$ cat src/rtl/radix4_booth_mult.sv
// ============================================================================
//  Module      : radix4_booth_mult
//  Description : Sequential signed multiplier using radix-4 Booth recoding,
//                two multiplier bits retired per falling clock edge.
//  Revision    : 1.0  initial release
// ============================================================================
`default_nettype none

module radix4_booth_mult #(
    parameter int WIDTH = 16
) (
    input  logic               clk,
    input  logic               rst,
    input  logic               start,
    input  logic [WIDTH-1:0]   a,
    input  logic [WIDTH-1:0]   b,
    output logic               busy,
    output logic               done,
    output logic [2*WIDTH-1:0] product
);

    localparam int STEPS = WIDTH / 2;
    localparam int CW    = $clog2(STEPS + 1);
    localparam int HW    = WIDTH + 2;
    localparam int LW    = WIDTH + 1;

    typedef enum logic [1:0] {
        S_IDLE = 2'd0,
        S_RUN  = 2'd1,
        S_DONE = 2'd2
    } state_t;

    state_t             state_q;
    logic [HW-1:0]      a_q;
    logic [HW-1:0]      acc_hi_q;
    logic [LW-1:0]      acc_lo_q;
    logic [CW-1:0]      cnt_q;
    logic               busy_q;
    logic               done_q;
    logic [2*WIDTH-1:0] product_q;

    logic [HW-1:0]      w_a2;
    logic [HW-1:0]      w_pp;
    logic [HW-1:0]      w_sum;
    logic [HW+LW-1:0]   w_shift;
    logic [HW-1:0]      acc_hi_d;
    logic [LW-1:0]      acc_lo_d;
    logic [2*WIDTH-1:0] product_d;

    assign w_a2 = {a_q[HW-2:0], 1'b0};

    // Partial product selected by the Booth triplet {b[i+1], b[i], b[i-1]}.
    always_comb begin
        w_pp = '0;
        case (acc_lo_q[2:0])
            3'b001, 3'b010: w_pp = a_q;
            3'b011:         w_pp = w_a2;
            3'b100:         w_pp = ~w_a2 + HW'(1);
            3'b101, 3'b110: w_pp = ~a_q + HW'(1);
            default:        w_pp = '0;
        endcase
    end

    assign w_sum     = acc_hi_q + w_pp;
    assign w_shift   = {{2{w_sum[HW-1]}}, w_sum, acc_lo_q[LW-1:2]};
    assign acc_hi_d  = w_shift[HW+LW-1:LW];
    assign acc_lo_d  = w_shift[LW-1:0];
    // acc_lo[0] holds the guard bit, so the low product half sits one bit up.
    assign product_d = {acc_hi_d[WIDTH-1:0], acc_lo_d[WIDTH:1]};

    always_ff @(negedge clk) begin
        if (rst) begin
            state_q   <= S_IDLE;
            a_q       <= '0;
            acc_hi_q  <= '0;
            acc_lo_q  <= '0;
            cnt_q     <= '0;
            busy_q    <= 1'b0;
            done_q    <= 1'b0;
            product_q <= '0;
        end else begin
            case (state_q)
                S_IDLE: begin
                    done_q <= 1'b0;
                    if (start) begin
                        a_q      <= {{2{a[WIDTH-1]}}, a};
                        acc_hi_q <= '0;
                        acc_lo_q <= {b, 1'b0};
                        cnt_q    <= CW'(STEPS);
                        busy_q   <= 1'b1;
                        state_q  <= S_RUN;
                    end
                end
                S_RUN: begin
                    acc_hi_q <= acc_hi_d;
                    acc_lo_q <= acc_lo_d;
                    cnt_q    <= cnt_q - CW'(1);
                    if (cnt_q == CW'(1)) begin
                        state_q   <= S_DONE;
                        done_q    <= 1'b1;
                        product_q <= product_d;
                    end
                end
                S_DONE: begin
                    done_q  <= 1'b0;
                    busy_q  <= 1'b0;
                    state_q <= S_IDLE;
                end
                default: begin
                    done_q  <= 1'b0;
                    busy_q  <= 1'b0;
                    state_q <= S_IDLE;
                end
            endcase
        end
    end

    assign busy    = busy_q;
    assign done    = done_q;
    assign product = product_q;

endmodule

`default_nettype wire

$ cat config.mk
export PLATFORM = sky130hd
export DESIGN_NAME = radix4_booth_mult
export DESIGN_NICKNAME = d
export VERILOG_FILES = /design/src/rtl/radix4_booth_mult.sv
export SDC_FILE = /design/constraint.sdc
export NUM_CORES = 1
export LEC_CHECK = 0
export BUFFER_PORTS_ARGS = -buffer_cell sky130_fd_sc_hd__buf_4
export CAP_MARGIN = 25
export CELL_PAD_IN_SITES_DETAIL_PLACEMENT = 1
export CELL_PAD_IN_SITES_GLOBAL_PLACEMENT = 2
export CORE_ASPECT_RATIO = 1.25
export CORE_MARGIN = 5
export CORE_UTILIZATION = 32
export DETAILED_ROUTE_END_ITERATION = 10
export GPL_TIMING_DRIVEN = 0
export PLACE_DENSITY = 0.82
export SLEW_MARGIN = 20
export SYNTH_ARGS = -nofsm -noshare
export SYNTH_HDL_FRONTEND = slang
export SYNTH_SLANG_ARGS = --single-unit
export TNS_END_PERCENT = 50
$ cat constraint.sdc
create_clock -name clk -period 5.1 [get_ports clk]
set_input_delay 0 -clock clk [delete_from_list [all_inputs] [get_ports clk]]
set_output_delay 0 -clock clk [all_outputs]
set_load 0.03 [all_outputs]
==> impl_metrics.prom, run 1 <==
# TYPE chip_impl_metric gauge
chip_impl_metric{name="synth.ff_latch_count",unit=""} 89
chip_impl_metric{name="final_cells",unit=""} 1093
chip_impl_info{name="cell_types_with_the_largest_area_share_after_synthesis",value="sky130_fd_sc_hd__dfxtp_1 34%, sky130_fd_sc_hd__nand2_1 9.8%, sky130_fd_sc_hd__a21oi_1 8.6%"} 1
chip_impl_metric{name="grt_max_degree",unit=""} 18
chip_impl_metric{name="clock_tree.buffer_depth",unit=""} 2
chip_impl_metric{name="design.portCount",unit=""} 69
chip_impl_metric{name="yosysTopAreaCellShare",unit=""} 0.3363
chip_impl_info{name="post-synth-top-area-cell",value="sky130_fd_sc_hd__dfxtp_1"} 1
chip_impl_info{name="critical_path.top_delay_family",value="compound AO/OA/AOI/OAI gates"} 1
chip_impl_info{name="dominant_cell_type_by_count_on_the_critical_path",value="sky130_fd_sc_hd__a21o_1"} 1
chip_impl_metric{name="place.gp.congestion",unit=""} 0.9393
chip_impl_metric{name="synth.cell_area",unit="um2"} 5298
chip_impl_metric{name="crit_path_max_fanout",unit=""} 10
chip_impl_metric{name="power_density",unit="nW/um2"} 321.3
chip_impl_metric{name="synth_warnings",unit=""} 0
chip_impl_metric{name="cellLeakagePower",unit="nW"} 2.978
chip_impl_metric{name="nets",unit=""} 928
chip_impl_metric{name="worstPathRequired",unit="ns"} 7.94
chip_impl_info{name="layout.cells.most_common",value="sky130_fd_sc_hd__nand2_1"} 1
chip_impl_metric{name="worst_skew_pair.late_latency",unit="ns"} 0.42
chip_impl_metric{name="drt.antenna.violating_nets",unit=""} 0
chip_impl_info{name="outcome",value="finished clean"} 1
chip_impl_metric{name="postCtsSetupBuffers",unit=""} 0
chip_impl_metric{name="power.ir.vdd_worst",unit="V"} 0.0001578
chip_impl_metric{name="synth_fp_nets",unit=""} 762
chip_impl_metric{name="number_of_synthesized_flops_with_an_enable_pin",unit=""} 0
chip_impl_metric{name="antennaDiodeCount",unit=""} 0
chip_impl_metric{name="hold_viol_final",unit=""} 0
chip_impl_metric{name="cp_data_arrival_time",unit="ns"} 7.29
chip_impl_metric{name="post-route-period-util",unit=""} 0.8715
chip_impl_metric{name="slew_headroom",unit=""} 0.3706
chip_impl_metric{name="filler_cell_count",unit=""} 2073
chip_impl_info{name="mostFrequentLayoutCells",value="138 x sky130_fd_sc_hd__nand2_1, 98 x sky130_fd_sc_hd__inv_1, 91 x sky130_fd_sc_hd__a21oi_1"} 1
chip_impl_metric{name="r2r_slack",unit="ns"} 0.66
chip_impl_info{name="rsz0062_at_grt",value="no"} 1
chip_impl_metric{name="core_region_area",unit="um2"} 16270
chip_impl_metric{name="antenna_found_initial",unit=""} 0
chip_impl_metric{name="routed_via_density",unit=""} 5.386
chip_impl_metric{name="placement.io_buffers",unit=""} 67
chip_impl_metric{name="start_util",unit=""} 0.3257
chip_impl_metric{name="max_clock_freq",unit="GHz"} 0.2250
chip_impl_metric{name="finalClockSkew",unit="ns"} 0.01930
chip_impl_metric{name="die_area",unit="um2"} 19240
chip_impl_metric{name="min_path_cells",unit=""} 2
chip_impl_metric{name="timing.final.setup_violations",unit=""} 0
chip_impl_metric{name="final-max-slew-violation-count",unit=""} 0
chip_impl_metric{name="worst_path_largest_cell_delay",unit="ns"} 0.82
chip_impl_metric{name="floorplan.rows",unit=""} 52
chip_impl_info{name="worstHoldStart",value="product[22]"} 1
chip_impl_info{name="critical_path.slowest_cell",value="sky130_fd_sc_hd__a221oi_1"} 1
chip_impl_metric{name="max_cap_viol_count",unit=""} 0
chip_impl_metric{name="final_layout_size_suffix_gt1_frac",unit=""} 0.1209
chip_impl_metric{name="placed_cells_incl_taps",unit=""} 989
chip_impl_info{name="hp-class",value="reg -> reg"} 1
chip_impl_info{name="cts_root_buffer",value="sky130_fd_sc_hd__clkbuf_16"} 1
chip_impl_info{name="r2r-end",value="acc_hi_q[14]"} 1
chip_impl_metric{name="worst-slew-pin-transition",unit="ns"} 0.9441
chip_impl_info{name="tritoncts",value="yes"} 1
chip_impl_metric{name="routed_wire_length_per_instance",unit="um"} 18.20
chip_impl_metric{name="worstPathBufferInverterCount",unit=""} 3
chip_impl_metric{name="finalCriticalPeriod",unit="ns"} 4.445
chip_impl_metric{name="setup-tns-final",unit="ns"} 0
chip_impl_metric{name="tritoncts.num_buffers",unit=""} 9
chip_impl_metric{name="via_count_of_the_first_global_routing_pass",unit=""} 6559
chip_impl_metric{name="drcViolationCount",unit=""} 0
chip_impl_metric{name="register_area",unit="um2"} 1782
chip_impl_metric{name="area.growth.synth_to_final",unit="%"} 26.52
chip_impl_metric{name="synthCells",unit=""} 706
chip_impl_metric{name="worst_r2r_path_depth",unit=""} 12
chip_impl_metric{name="drt_iter0_drc",unit=""} 309
chip_impl_metric{name="detail_route.first_pass.iterations",unit=""} 4
chip_impl_metric{name="clock_sink_count",unit=""} 89
chip_impl_metric{name="asyncSetResetFlopFracSynth",unit=""} 0
chip_impl_metric{name="multi_input_comb_area",unit="um2"} 3237
chip_impl_metric{name="detailed_place_hpwl",unit="um"} 14700
chip_impl_metric{name="grt_remaining_overflow",unit=""} 0
chip_impl_metric{name="dr_total_vias",unit=""} 5887
chip_impl_info{name="worst_hold_path.endpoint",value="product[22]"} 1
chip_impl_info{name="crit_path_end_kind",value="register"} 1
chip_impl_metric{name="synth_cell_type_count",unit=""} 61
chip_impl_info{name="setup.worst_path.start_class",value="register"} 1
chip_impl_metric{name="wl",unit="um"} 19890
chip_impl_metric{name="cts.htree.levels",unit=""} 3
chip_impl_metric{name="die-width",unit="um"} 125.1
chip_impl_metric{name="holdBufCountCts",unit=""} 0
chip_impl_metric{name="grt_pass1_wl",unit="um"} 32420
chip_impl_metric{name="chipHeight",unit="um"} 153.9
chip_impl_info{name="regToRegStartpoint",value="acc_lo_q[1]"} 1
chip_impl_metric{name="cts.repair.resized",unit=""} 0
chip_impl_metric{name="syn-mean-instance-area",unit="um2"} 7.504
chip_impl_metric{name="synth_sequential_area_ratio",unit=""} 0.3363
chip_impl_metric{name="path_clk_slew",unit="ns"} 0.04
chip_impl_metric{name="gr-usage-all-layers",unit=""} 0.2063
chip_impl_info{name="cp_cell_sequence",value="clkbuf_1, buf_2, buf_1, mux2i_1, o22ai_1, a21o_1, ha_1, a21o_1, a221oi_1, o21ai_0, a31o_2, a221o_1"} 1
chip_impl_info{name="worstSetupPathType",value="reg -> reg"} 1
chip_impl_info{name="ys_dominant_reg_cell",value="sky130_fd_sc_hd__dfxtp_1"} 1
per-layer routing:
metal | vias to the layer above | track usage | part of all wire
li1 | 2855 | - | -
met1 | 2837 | 0.2231 | 0.41
met2 | 144 | 0.3609 | 0.51
met3 | 51 | 0.06489 | 0.042
met4 | 0 | 0.1059 | 0.033
met5 | - | 0 | 0
worst reg2reg max path: cells and delay by family, from the launching register on:
family | cells | cell delay, ns
AOI/OAI and AO/OA | 7 | 2.36
adders and majority gates | 1 | 0.33
buffers and inverters | 3 | 1.07
muxes | 1 | 0.26
DFF | 1 | 0.30
where the power goes:
group	total (mW)	internal, mW	switching (mW)	leakage, nW
Combinational	0.414	0.144	0.269	1.63
Clock	0.983	0.443	0.541	0.623
Sequential	0.756	0.731	0.0259	0.724
Yosys cell counts (4+ instances only):
library cell and number:
sky130_fd_sc_hd__a21oi_1 91, sky130_fd_sc_hd__nand2_1 138, sky130_fd_sc_hd__inv_1 10, sky130_fd_sc_hd__nor2_1 49
sky130_fd_sc_hd__nand4_1 6, sky130_fd_sc_hd__buf_2 5, sky130_fd_sc_hd__nor3_1 22, sky130_fd_sc_hd__a211o_1 4
sky130_fd_sc_hd__nand3_1 14, sky130_fd_sc_hd__nand2b_1 4, sky130_fd_sc_hd__nand3b_1 10, sky130_fd_sc_hd__nor4_1 5
sky130_fd_sc_hd__nor2b_1 5, sky130_fd_sc_hd__buf_1 7, sky130_fd_sc_hd__and3_1 5, sky130_fd_sc_hd__a21o_1 11
sky130_fd_sc_hd__dfxtp_1 89, sky130_fd_sc_hd__a211oi_1 7, sky130_fd_sc_hd__or3_1 6, sky130_fd_sc_hd__clkbuf_1 39
sky130_fd_sc_hd__ha_1 20, sky130_fd_sc_hd__o221ai_1 4, sky130_fd_sc_hd__o21a_1 4, sky130_fd_sc_hd__o21ai_0 24
sky130_fd_sc_hd__xnor2_1 18, sky130_fd_sc_hd__o211ai_1 7, sky130_fd_sc_hd__a31oi_1 9, sky130_fd_sc_hd__a22oi_1 19
sky130_fd_sc_hd__a221oi_1 4, sky130_fd_sc_hd__xor2_1 7, sky130_fd_sc_hd__mux2i_1 5
cell type report:
class                      count  area share
inverter                       9    0.005040
tap                          216     0.04032
buffer                        57     0.03677
clock inverter                96     0.06048
sequential                    89      0.2658
timing repair buffer          67     0.07504
clock buffer                   9     0.03360
multi-input combinational    550      0.4829
worst max path at each step:
stage | cells past startpoint | from | slack (ns) | to
floorplan | 6 | start | 1.38 | acc_lo_q[2]
global placement | 5 | start | 0.62 | acc_hi_q[5]
detailed placement | 7 | start | 0.68 | acc_lo_q[6]
CTS | 12 | acc_lo_q[1] | 0.68 | acc_hi_q[14]
global route | 12 | acc_lo_q[1] | 0.39 | acc_hi_q[14]
finish | 12 | acc_lo_q[1] | 0.66 | acc_hi_q[14]
sequential cells by signal, indices dropped and copies added, names as in the netlist:
name	cells
a_q	16
acc_hi_q	16
acc_lo_q	17
busy	1
cnt_q	4
done	1
product	32
state_q	2
metrics by stage:
stage	utilization	setup slack [ns]	total power, mW	area (um2)	hold WS [ns]
floorplan	-	1.376	1.145	5298	0.4423
global placement	0.3732	0.6249	1.270	6071	0.4465
detailed placement	0.3735	0.6797	1.282	6076	0.4523
CTS	0.4121	0.6822	2.198	6703	0.4568
global route	0.4121	0.3853	2.337	6703	0.4728
finish	0.4121	0.6554	2.154	6703	0.4551
cell families (layout without fill, tap and decap cells):
logic type,count (synthesis),count (layout),share of synthesized area
XOR/XNOR,25,25,0.04133
adder cells (fa/ha/maj),21,21,0.05102
multiplexers,9,9,0.02008
AO/OA/AOI/OAI,216,216,0.2593
buffers and inverters,67,238,0.05361
flip-flops,89,89,0.3363
AND/OR/NAND/NOR,279,279,0.2383
(Power assumes the default switching activity.)
==> run 2, diff against run 1 <==
CORE_ASPECT_RATIO = not set   (was 1.25)
==> run 2 against run 1 <==
  * Sequential share of layout area down 0.12 points
  * Total power is 2.1% higher
  * Die area barely moved
  * Largest power group unchanged
  * Via count grew 0.27%
  * Count of clock-buffer cells in the layout unchanged
  * Critical path type unchanged
  * Largest cell class unchanged
  * Sequential cell count unchanged
==> impl_metrics.prom, run 2 (synthesized netlist as in run 1, its figures left out) <==
# TYPE chip_impl_metric gauge
chip_impl_metric{name="detail_route.first_pass.iterations",unit=""} 5
chip_impl_info{name="outcome",value="finished clean"} 1
chip_impl_metric{name="cellLeakagePower",unit="nW"} 2.988
chip_impl_info{name="dominant_cell_type_by_count_on_the_critical_path",value="sky130_fd_sc_hd__a21o_1"} 1
chip_impl_metric{name="grt_remaining_overflow",unit=""} 0
chip_impl_metric{name="dr_total_vias",unit=""} 5903
chip_impl_metric{name="tritoncts.num_buffers",unit=""} 9
chip_impl_info{name="critical_path.slowest_cell",value="sky130_fd_sc_hd__a221oi_1"} 1
chip_impl_metric{name="placement.io_buffers",unit=""} 67
chip_impl_metric{name="clock_tree.buffer_depth",unit=""} 2
chip_impl_metric{name="worst-slew-pin-transition",unit="ns"} 0.8943
chip_impl_metric{name="worst_path_largest_cell_delay",unit="ns"} 0.79
chip_impl_info{name="mostFrequentLayoutCells",value="138 x sky130_fd_sc_hd__nand2_1, 98 x sky130_fd_sc_hd__inv_1, 91 x sky130_fd_sc_hd__a21oi_1"} 1
chip_impl_metric{name="drcViolationCount",unit=""} 0
chip_impl_metric{name="cts.repair.resized",unit=""} 0
chip_impl_metric{name="timing.final.setup_violations",unit=""} 0
chip_impl_metric{name="register_area",unit="um2"} 1782
chip_impl_metric{name="net-switching-power",unit="uW"} 831.2
chip_impl_metric{name="path_depth",unit=""} 13
chip_impl_metric{name="die-width",unit="um"} 138.7
chip_impl_metric{name="place.gp.congestion",unit=""} 0.8913
chip_impl_metric{name="start_util",unit=""} 0.3229
chip_impl_metric{name="drt_iter0_drc",unit=""} 339
chip_impl_metric{name="core_region_area",unit="um2"} 16410
chip_impl_metric{name="clock_sink_count",unit=""} 89
chip_impl_info{name="worstSetupPathType",value="reg -> reg"} 1
chip_impl_metric{name="grt_pass1_wl",unit="um"} 31740
chip_impl_metric{name="cp_data_arrival_time",unit="ns"} 7.36
chip_impl_metric{name="worstPathRequired",unit="ns"} 7.94
chip_impl_metric{name="final_layout_size_suffix_gt1_frac",unit=""} 0.1209
chip_impl_metric{name="largest_register_ff_count",unit=""} 32
chip_impl_metric{name="crit_path_max_fanout",unit=""} 10
chip_impl_metric{name="drt.antenna.violating_nets",unit=""} 0
chip_impl_metric{name="clock_power_share",unit=""} 0.467
chip_impl_metric{name="fin_worst_hold_slack",unit="ns"} 0.4479
chip_impl_metric{name="max_cap_viol_count",unit=""} 0
chip_impl_info{name="setup.worst_path.end",value="acc_hi_q[14]"} 1
chip_impl_metric{name="wl",unit="um"} 19910
chip_impl_info{name="regToRegStartpoint",value="acc_lo_q[1]"} 1
chip_impl_metric{name="area.growth.synth_to_final",unit="%"} 27.11
chip_impl_metric{name="hold_viol_final",unit=""} 0
chip_impl_info{name="layout.cells.most_common",value="sky130_fd_sc_hd__nand2_1"} 1
chip_impl_metric{name="switching_power_as_a_share_of_total_power",unit=""} 0.3779
chip_impl_metric{name="routed_wire_length_per_instance",unit="um"} 18.14
chip_impl_metric{name="chipHeight",unit="um"} 138.7
chip_impl_metric{name="die_area",unit="um2"} 19230
chip_impl_metric{name="path_clk_slew",unit="ns"} 0.04
chip_impl_metric{name="worst_r2r_path_depth",unit=""} 13
chip_impl_info{name="cts_root_buffer",value="sky130_fd_sc_hd__clkbuf_16"} 1
chip_impl_metric{name="routed_via_density",unit=""} 5.381
chip_impl_metric{name="design.portCount",unit=""} 69
chip_impl_metric{name="cts.htree.levels",unit=""} 3
chip_impl_metric{name="finalClockSkew",unit="ns"} 0.02098
chip_impl_info{name="r2r-end",value="acc_hi_q[14]"} 1
chip_impl_metric{name="slew_headroom",unit=""} 0.4038
chip_impl_metric{name="floorplan.rows",unit=""} 47
chip_impl_metric{name="power_density",unit="nW/um2"} 326.6
chip_impl_metric{name="via_count_of_the_first_global_routing_pass",unit=""} 6314
chip_impl_metric{name="max_clock_freq",unit="GHz"} 0.2214
chip_impl_metric{name="worstPathBufferInverterCount",unit=""} 3
chip_impl_metric{name="nets",unit=""} 928
chip_impl_info{name="setup.worst_path.start_class",value="register"} 1
chip_impl_info{name="cp_cell_sequence",value="clkbuf_1, buf_2, buf_1, o22ai_1, a32oi_1, nor2_1, a21o_1, ha_1, a21o_1, a221oi_1, o21ai_0, a31o_2, a221o_1"} 1
chip_impl_metric{name="post-route-worst-setup-slack",unit="ns"} 0.5830
chip_impl_metric{name="finalCriticalPeriod",unit="ns"} 4.517
chip_impl_info{name="critical_path.top_delay_family",value="compound AO/OA/AOI/OAI gates"} 1
chip_impl_metric{name="antennaDiodeCount",unit=""} 0
chip_impl_info{name="tritoncts",value="yes"} 1
chip_impl_metric{name="gr-usage-all-layers",unit=""} 0.2029
chip_impl_metric{name="sequential_power_share",unit=""} 0.344
chip_impl_metric{name="post-route-period-util",unit=""} 0.8857
chip_impl_metric{name="r2r_slack",unit="ns"} 0.58
chip_impl_metric{name="worst_skew_pair.late_latency",unit="ns"} 0.42
chip_impl_metric{name="setup-tns-final",unit="ns"} 0
chip_impl_metric{name="detailed_place_hpwl",unit="um"} 14700
chip_impl_metric{name="grt_max_degree",unit=""} 18
chip_impl_metric{name="holdBufCountCts",unit=""} 0
chip_impl_metric{name="multi_input_comb_area",unit="um2"} 3237
chip_impl_info{name="cp-startpoint",value="acc_lo_q[1]"} 1
chip_impl_metric{name="filler_cell_count",unit=""} 2061
chip_impl_info{name="hp-class",value="reg -> reg"} 1
chip_impl_metric{name="comb_power_share",unit=""} 0.189
chip_impl_metric{name="dpl_worst_slack",unit="ns"} 0.6446
chip_impl_metric{name="power_report.internal_total",unit="mW"} 1.368
chip_impl_info{name="crit_path_end_kind",value="register"} 1
chip_impl_metric{name="antenna_found_initial",unit=""} 0
chip_impl_metric{name="power.ir.vdd_worst",unit="V"} 0.0001640
chip_impl_info{name="rsz0062_at_grt",value="no"} 1
chip_impl_metric{name="postCtsSetupBuffers",unit=""} 0
chip_impl_metric{name="final-max-slew-violation-count",unit=""} 0
-- run 2: cell types whose count changed in the layout (fill, tap and decap cells not counted), sizes merged --
cell | before | now
bufinv | 0 | 1
inv | 104 | 103
-- run 2: per-stage QoR --
| step | cells | utilization | total power, mW | area [um2] |
|---|---|---|---|---|
| after floorplan | 706 | - | 1.145 | 5298 |
| final | 1097 | 0.4104 | 2.199 | 6734 |
| after CTS | 1097 | 0.4104 | 2.248 | 6734 |
| after detailed placement | 993 | 0.3706 | 1.284 | 6081 |
| after global placement | 993 | 0.3703 | 1.269 | 6076 |
| after global routing | 1097 | 0.4104 | 2.384 | 6734 |
-- run 2: worst min-delay path by stage --
| stage | from | slack (ns) | cells after the start | end |
|---|---|---|---|---|
| 2_1_floorplan | acc_hi_q[12] | 0.44 | 1 | acc_hi_q[12] |
| 3_3_place_gp | product[6] | 0.45 | 2 | product[6] |
| 3_5_place_dp | product[5] | 0.45 | 2 | product[5] |
| 4_1_cts | product[5] | 0.45 | 2 | product[5] |
| 5_1_grt | product[5] | 0.47 | 2 | product[5] |
| 6_report | product[5] | 0.45 | 2 | product[5] |
-- run 2: worst min-delay path, cell delays in order, from the launching register on --
cell and delay (ns):
sky130_fd_sc_hd__dfxtp_1 0.30, sky130_fd_sc_hd__nand2_1 0.05, sky130_fd_sc_hd__a21oi_1 0.05
-- run 2: power by group through the flow --
stage               logic [mW]  registers [mW]  clock network [mW]
global route             0.455           0.758                1.17
finish                   0.415           0.757                1.03
CTS                      0.413           0.756                1.08
global placement         0.397           0.765               0.107
floorplan                0.275           0.763               0.107
detailed placement       0.411           0.766               0.107
-- run 2: area by class of cell --
| type | count | area share |
|---|---|---|
| inverters | 9 | 0.005017 |
| repair buffers | 67 | 0.07469 |
| well taps | 220 | 0.04088 |
| flip-flops and latches | 89 | 0.2646 |
| plain buffers | 57 | 0.03660 |
| multi-input cells | 550 | 0.4807 |
| clock buffers | 9 | 0.03344 |
| clock inverters | 96 | 0.06410 |
-- run 2: metal layers --
metal	vias up	routed length [um]	track usage
met5	-	0	0
met4	0	451	0.09166
met3	36	955	0.06690
met2	164	9419	0.3258
met1	2855	9078	0.2478
li1	2848	-	-
